`src/rtl/multicycle_pkg.sv`:
```
// Shared encodings for the multicycle CPU control unit and datapath.
package multicycle_pkg;

  typedef enum logic [3:0] {
    FETCH  = 4'd0,
    DECODE = 4'd1,
    MEMADR = 4'd2,
    MEMRD  = 4'd3,
    MEMWB  = 4'd4,
    MEMWR  = 4'd5,
    EXEC   = 4'd6,
    ALUWB  = 4'd7,
    BRANCH = 4'd8,
    JUMP   = 4'd9,
    ADDIEX = 4'd10,
    ADDIWB = 4'd11,
    TRAP   = 4'd12
  } state_t;

  localparam logic [5:0] OP_RTYPE = 6'b000000;
  localparam logic [5:0] OP_LW    = 6'b100011;
  localparam logic [5:0] OP_SW    = 6'b101011;
  localparam logic [5:0] OP_BEQ   = 6'b000100;
  localparam logic [5:0] OP_J     = 6'b000010;
  localparam logic [5:0] OP_ADDI  = 6'b001000;

  localparam logic [5:0] FN_ADD = 6'b100000;
  localparam logic [5:0] FN_SUB = 6'b100010;
  localparam logic [5:0] FN_AND = 6'b100100;
  localparam logic [5:0] FN_OR  = 6'b100101;
  localparam logic [5:0] FN_SLT = 6'b101010;
  localparam logic [5:0] FN_NOR = 6'b100111;

  localparam logic [3:0] ALU_ADD = 4'b0000;
  localparam logic [3:0] ALU_SUB = 4'b0001;
  localparam logic [3:0] ALU_AND = 4'b0010;
  localparam logic [3:0] ALU_OR  = 4'b0011;
  localparam logic [3:0] ALU_SLT = 4'b0100;
  localparam logic [3:0] ALU_NOR = 4'b0101;

  localparam logic [1:0] SRCB_REGB   = 2'b00;
  localparam logic [1:0] SRCB_FOUR   = 2'b01;
  localparam logic [1:0] SRCB_IMM    = 2'b10;
  localparam logic [1:0] SRCB_IMMSH2 = 2'b11;

  localparam logic [1:0] PCSRC_ALU    = 2'b00;
  localparam logic [1:0] PCSRC_ALUOUT = 2'b01;
  localparam logic [1:0] PCSRC_JUMP   = 2'b10;

endpackage

```
`src/rtl/alu_funct_decode.sv`:
```
// R-type funct to ALU operation decode, with a legality flag.
module alu_funct_decode
  import multicycle_pkg::*;
#(
  parameter int FUNCT_WIDTH = 6
) (
  input  logic [FUNCT_WIDTH-1:0] funct,
  output logic [3:0]             alu_op,
  output logic                   legal
);

  // Map each supported funct to its ALU code; anything else is illegal.
  always_comb begin
    alu_op = ALU_ADD;
    legal  = 1'b1;
    case (funct)
      FN_ADD:  alu_op = ALU_ADD;
      FN_SUB:  alu_op = ALU_SUB;
      FN_AND:  alu_op = ALU_AND;
      FN_OR:   alu_op = ALU_OR;
      FN_SLT:  alu_op = ALU_SLT;
      FN_NOR:  alu_op = ALU_NOR;
      default: legal  = 1'b0;
    endcase
  end

endmodule

```
`src/rtl/multicycle_control.sv`:
```
// Moore control FSM for the multicycle CPU datapath.
module multicycle_control
  import multicycle_pkg::*;
#(
  parameter int CNT_WIDTH    = 32,
  parameter int OPCODE_WIDTH = 6
) (
  input  logic                    clk,
  input  logic                    reset,
  input  logic [OPCODE_WIDTH-1:0] opcode,
  input  logic [OPCODE_WIDTH-1:0] funct,
  output logic                    PCWrite,
  output logic                    PCWriteCond,
  output logic                    IorD,
  output logic                    MemRead,
  output logic                    MemWrite,
  output logic                    IRWrite,
  output logic                    MemtoReg,
  output logic [1:0]              PCSource,
  output logic [3:0]              ALUOp,
  output logic [1:0]              ALUSrcB,
  output logic                    ALUSrcA,
  output logic                    RegWrite,
  output logic                    RegDst,
  output logic [3:0]              state,
  output logic                    trap,
  output logic [CNT_WIDTH-1:0]    retired
);

  state_t                state_q;
  state_t                state_d;
  logic                  is_lw_q;
  logic                  retire;
  logic [CNT_WIDTH-1:0]  retired_q;
  logic [3:0]            fn_alu_op;
  logic                  fn_legal;

  alu_funct_decode #(.FUNCT_WIDTH(OPCODE_WIDTH)) u_fn_dec (
    .funct  (funct),
    .alu_op (fn_alu_op),
    .legal  (fn_legal)
  );

  // Opcode is only looked at in DECODE, so the LW/SW choice made in MEMADR
  // uses a flag captured there rather than the live opcode.
  assign retire = (state_q == MEMWB)  || (state_q == MEMWR) ||
                  (state_q == ALUWB)  || (state_q == BRANCH) ||
                  (state_q == JUMP)   || (state_q == ADDIWB);

  // State register, LW flag and retired-instruction counter.
  always_ff @(posedge clk or negedge reset) begin
    if (!reset) begin
      state_q   <= FETCH;
      is_lw_q   <= 1'b0;
      retired_q <= '0;
    end else begin
      state_q <= state_d;
      if (state_q == DECODE) is_lw_q <= (opcode == OP_LW);
      if (retire) retired_q <= retired_q + CNT_WIDTH'(1);
    end
  end

  // Next-state and Moore outputs; every control forced low while in reset.
  always_comb begin
    state_d     = TRAP;
    PCWrite     = 1'b0;
    PCWriteCond = 1'b0;
    IorD        = 1'b0;
    MemRead     = 1'b0;
    MemWrite    = 1'b0;
    IRWrite     = 1'b0;
    MemtoReg    = 1'b0;
    PCSource    = PCSRC_ALU;
    ALUOp       = ALU_ADD;
    ALUSrcB     = SRCB_REGB;
    ALUSrcA     = 1'b0;
    RegWrite    = 1'b0;
    RegDst      = 1'b0;
    trap        = 1'b0;
    case (state_q)
      FETCH: begin
        MemRead = 1'b1;
        IRWrite = 1'b1;
        PCWrite = 1'b1;
        ALUSrcB = SRCB_FOUR;
        state_d = DECODE;
      end
      DECODE: begin
        ALUSrcB = SRCB_IMMSH2;
        case (opcode)
          OP_LW, OP_SW: state_d = MEMADR;
          OP_RTYPE:     state_d = fn_legal ? EXEC : TRAP;
          OP_BEQ:       state_d = BRANCH;
          OP_J:         state_d = JUMP;
          OP_ADDI:      state_d = ADDIEX;
          default:      state_d = TRAP;
        endcase
      end
      MEMADR: begin
        ALUSrcA = 1'b1;
        ALUSrcB = SRCB_IMM;
        state_d = is_lw_q ? MEMRD : MEMWR;
      end
      MEMRD: begin
        MemRead = 1'b1;
        IorD    = 1'b1;
        state_d = MEMWB;
      end
      MEMWB: begin
        RegWrite = 1'b1;
        MemtoReg = 1'b1;
        state_d  = FETCH;
      end
      MEMWR: begin
        MemWrite = 1'b1;
        IorD     = 1'b1;
        state_d  = FETCH;
      end
      EXEC: begin
        ALUSrcA = 1'b1;
        ALUOp   = fn_alu_op;
        state_d = ALUWB;
      end
      ALUWB: begin
        RegWrite = 1'b1;
        RegDst   = 1'b1;
        state_d  = FETCH;
      end
      BRANCH: begin
        ALUSrcA     = 1'b1;
        ALUOp       = ALU_SUB;
        PCWriteCond = 1'b1;
        PCSource    = PCSRC_ALUOUT;
        state_d     = FETCH;
      end
      JUMP: begin
        PCWrite  = 1'b1;
        PCSource = PCSRC_JUMP;
        state_d  = FETCH;
      end
      ADDIEX: begin
        ALUSrcA = 1'b1;
        ALUSrcB = SRCB_IMM;
        state_d = ADDIWB;
      end
      ADDIWB: begin
        RegWrite = 1'b1;
        state_d  = FETCH;
      end
      TRAP: begin
        trap    = 1'b1;
        state_d = TRAP;
      end
      default: state_d = TRAP;
    endcase
    if (!reset) begin
      PCWrite     = 1'b0;
      PCWriteCond = 1'b0;
      IorD        = 1'b0;
      MemRead     = 1'b0;
      MemWrite    = 1'b0;
      IRWrite     = 1'b0;
      MemtoReg    = 1'b0;
      PCSource    = '0;
      ALUOp       = '0;
      ALUSrcB     = '0;
      ALUSrcA     = 1'b0;
      RegWrite    = 1'b0;
      RegDst      = 1'b0;
      trap        = 1'b0;
    end
  end

  assign state   = state_q;
  assign retired = retired_q;

endmodule

```
`config.mk`:
```
export PLATFORM = sky130hd
export DESIGN_NAME = multicycle_control
export DESIGN_NICKNAME = d
export VERILOG_FILES = /design/src/rtl/multicycle_pkg.sv /design/src/rtl/alu_funct_decode.sv /design/src/rtl/multicycle_control.sv
export SDC_FILE = /design/constraint.sdc
export NUM_CORES = 1
export LEC_CHECK = 0
export ABC_AREA = 1
export BUFFER_PORTS_ARGS = -buffer_cell sky130_fd_sc_hd__buf_2
export CAP_MARGIN = 20
export CORE_ASPECT_RATIO = 1.25
export CORE_MARGIN = 4
export CORE_UTILIZATION = 53
export CTS_CLUSTER_SIZE = 16
export DETAILED_ROUTE_END_ITERATION = 16
export PLACE_DENSITY_LB_ADDON = 0.2
export SYNTH_ARGS = -nofsm -noshare
export SYNTH_HDL_FRONTEND = slang
export SYNTH_SLANG_ARGS = --single-unit
export TNS_END_PERCENT = 1
```
`constraint.sdc`:
```
create_clock -name clk -period 1.9 [get_ports clk]
set_input_delay 0.285 -clock clk [delete_from_list [all_inputs] [get_ports clk]]
set_output_delay 0.285 -clock clk [all_outputs]
set_load 0.005 [all_outputs]
```
==> flow_summary.toml <==
[route]
viasPerCell = 5.12
route.final.wire_length_mm = 6.29
routedWlPerCell_um = 12.1
drc = 0
drt_pre_antenna_iters = 4
detailroute.via_count = 2669
postRouteAntennaNets = 0
drt-initial-drc-count = 120

[timing]
layout_worst_path_cycle_share_pct = 94.3
final_setup_viols = 0
holdWs_ns = 0.0427
finalClockSkew_ns = 0.00327
finalSetupTns_ns = 0
clock.fmax_ghz = 0.558
fin_ws_ns = 0.108
timing_max_transition_violations_final = 0
finalWorstPathRequiredPeriod_ns = 1.79
timing.final.hold_violations = 0

[synthesis]
syn_area_um2 = 2570
synth.area.mux_share_pct = 0
syn-instance-count = 387
synthAdderAreaFrac_pct = 0.487
post_synth_and_or_nand_nor_area_fraction_pct = 45.9
yosysMostFrequentCell = "nand2_1"
synth.top_cells.by_area = "dfrtp_1 36%, nand2_1 19%, nor2_1 8.9%, inv_1 7.3%, nand3_1 4.3%"
postSynthRegisterBits = 37
synth-xor-area-share_pct = 5.11
synth_top_area_share_pct = 36.0
main_combinational_cell_family_by_area_after_synthesis = "simple AND/OR/NAND/NOR gates"
ys_dominant_reg_cell = "dfrtp_1"
synth_warnings = 0
post_synth.cell_area_avg_um2 = 6.64
synth_compound_gate_area_share_pct = 3.75
ys_types = 29
yosys.area.top_type = "dfrtp_1"
synth.net_count = 402
synth_common_cells = "129 x nand2_1, 61 x nor2_1, 50 x inv_1"
synth_async_sr_flop_share_pct = 100
yosysSeqAreaShare_pct = 36.0
synth_enable_flop_cells = 0

[grt]
grt_util_met3_pct = 3.99
grt_busiest_layer = "met2"
first_global_vias = 2481
grt-ovfl-total = 0
global_route.usage.met1_pct = 27.2
grt_max_degree = 24
grt_antenna_before_repair = 0
grtUsageMet2_pct = 39.3
first_pass_grt_wire_length_mm = 11.0
overall_routing_resource_usage_pct = 22.1

[power_and_ir_drop]
power.total_w = 0.00141
p_leak_nw = 1.65
vdd_drop_max_mv = 0.388
power-per-cell-area_nw_per_um2 = 459

[finish]
final_layout_size_suffix_gt1_share_pct = 22.3
antenna_cells = 0
layout.core_utilization_pct = 65.1
n_fill_cell = 452
fin_nets = 476
area_growth_pct = 19.8

[setup_path]
worst-setup-path-type = "register to output pin"
critical_path.startpoint_type = "register"
cp.arrival_ns = 1.51
endpoint_kind = "output pin"
slowest_stage = "dfrtp_1"
cp.required_ns = 1.62
critPathMaxFanout = 6
critical-path-max-stage-delay_ns = 0.43
crit_path_cell_trace = "nor2_1 -> nand2_1 -> nor2_2 -> inv_1 -> o31ai_1 -> buf_2"

[die]
core_um2 = 4730
die-area_um2 = 6040
placementRows = 28
initial_core_util_pct = 54.4
ioPinCount = 69
fp.dieW_um = 70.3
floorplan.die.height_um = 85.9

[cts]
cts_root_buf = "clkbuf_8"
clock_path_buffers = 2
post_cts.repair.setup_buffers = 0
clock_latency_at_the_later_pin_of_the_worst_skew_pair_ns = 0.28
clock_tree_from_tritoncts = "done"
tritoncts.num_buffers = 5
cts-htree-levels = 2
clock-sinks = 37
clk_pin_slew_ns = 0.07

[placement]
detailed_place_hpwl_mm = 5.01
dpl_worst_slack_ns = 0.318
gp_congestion = 0.919
io_buffers = 67

[flow_run]
drv_cap = 0

[outcome]
outcome = "finished, final reports clean"

[min_path]
worst_hold_path_type = "input pin to async pin"
per-stage QoR:
stage	std cells	cell area (µm²)
global placement	513	2970
CTS	521	3070
floorplan	387	2570
detailed placement	513	2970
global route	521	3080
finish	521	3080
what timing repair did:
item	in CTS	in global routing
gates resized for setup	0	6
setup endpoints to repair	0	5
hold buffers	1	0
hold endpoints to repair	1	0
final timing paths:
| path | from | endpoint | slack (ns) | depth (start not counted) |
|---|---|---|---|---|
| setup / recovery | state[1] | ALUSrcA | 0.11 | 6 |
| min in group clk | opcode[3] | is_lw_q | 0.23 | 2 |
| hold / removal | reset | retired[28] | 0.04 | 2 |
| max in group asynchronous | reset | retired[18] | 1.39 | 2 |
| setup reg to reg | state[3] | retired[21] | 0.29 | 10 |
| hold reg to reg | retired[5] | retired[5] | 0.51 | 1 |
kinds of logic (layout without fill, tap and decap cells):
| group | Yosys count | in the layout |
|---|---|---|
| DFF | 37 | 37 |
| xor gates and xnor gates | 15 | 15 |
| buffers and inverters | 55 | 129 |
| adders and majority gates | 1 | 1 |
| and+or+nand+nor | 261 | 261 |
| AOI/OAI and AO/OA | 17 | 17 |
| other | 1 | 1 |
cell usage in the layout (no fill, tap or decap), drive strengths merged, types with 7 or more instances in the layout:
master	instances
nand2	137
nor2	71
buf	69
inv	51
dfrtp	37
nand3	22
nand4	12
xor2	10
nor3	9
nand3b	7
o21ai	7
clkbuf	7
state kept, by name, indices dropped and copies added, names as in the netlist:
name,cells
retired,32
is_lw_q,1
state,4
per-layer routing:
layer	vias to the layer above	share of wire, %
met3	14	6.8
met2	82	50
li1	1356	-
met4	0	2.0
met1	1217	42
met5	-	0
final cells by class:
cell class	instances	area, µm²	share of cell area, %
Multi-Input combinational cell	295	1440	46.7
Sequential cell	37	926	30.1
Timing Repair Buffer	70	360	11.7
Inverter	52	195	6.34
Clock buffer	7	86.3	2.80
Tap cell	60	75.1	2.44
power by group:
part	internal (W)	switching (W)
Combinational	0.0000227	0.0000475
Sequential	0.000787	0
Clock	0.000288	0.000267
worst max-delay path: cells and delay by family, from the launching register on:
kind                   cells  cell delay (ns)
AO/OA/AOI/OAI              1             0.06
buffers and inverters      2             0.22
flip-flops                 1             0.43
AND/OR/NAND/NOR            3             0.51
No activity file was read; power rests on OpenSTA's default activity.
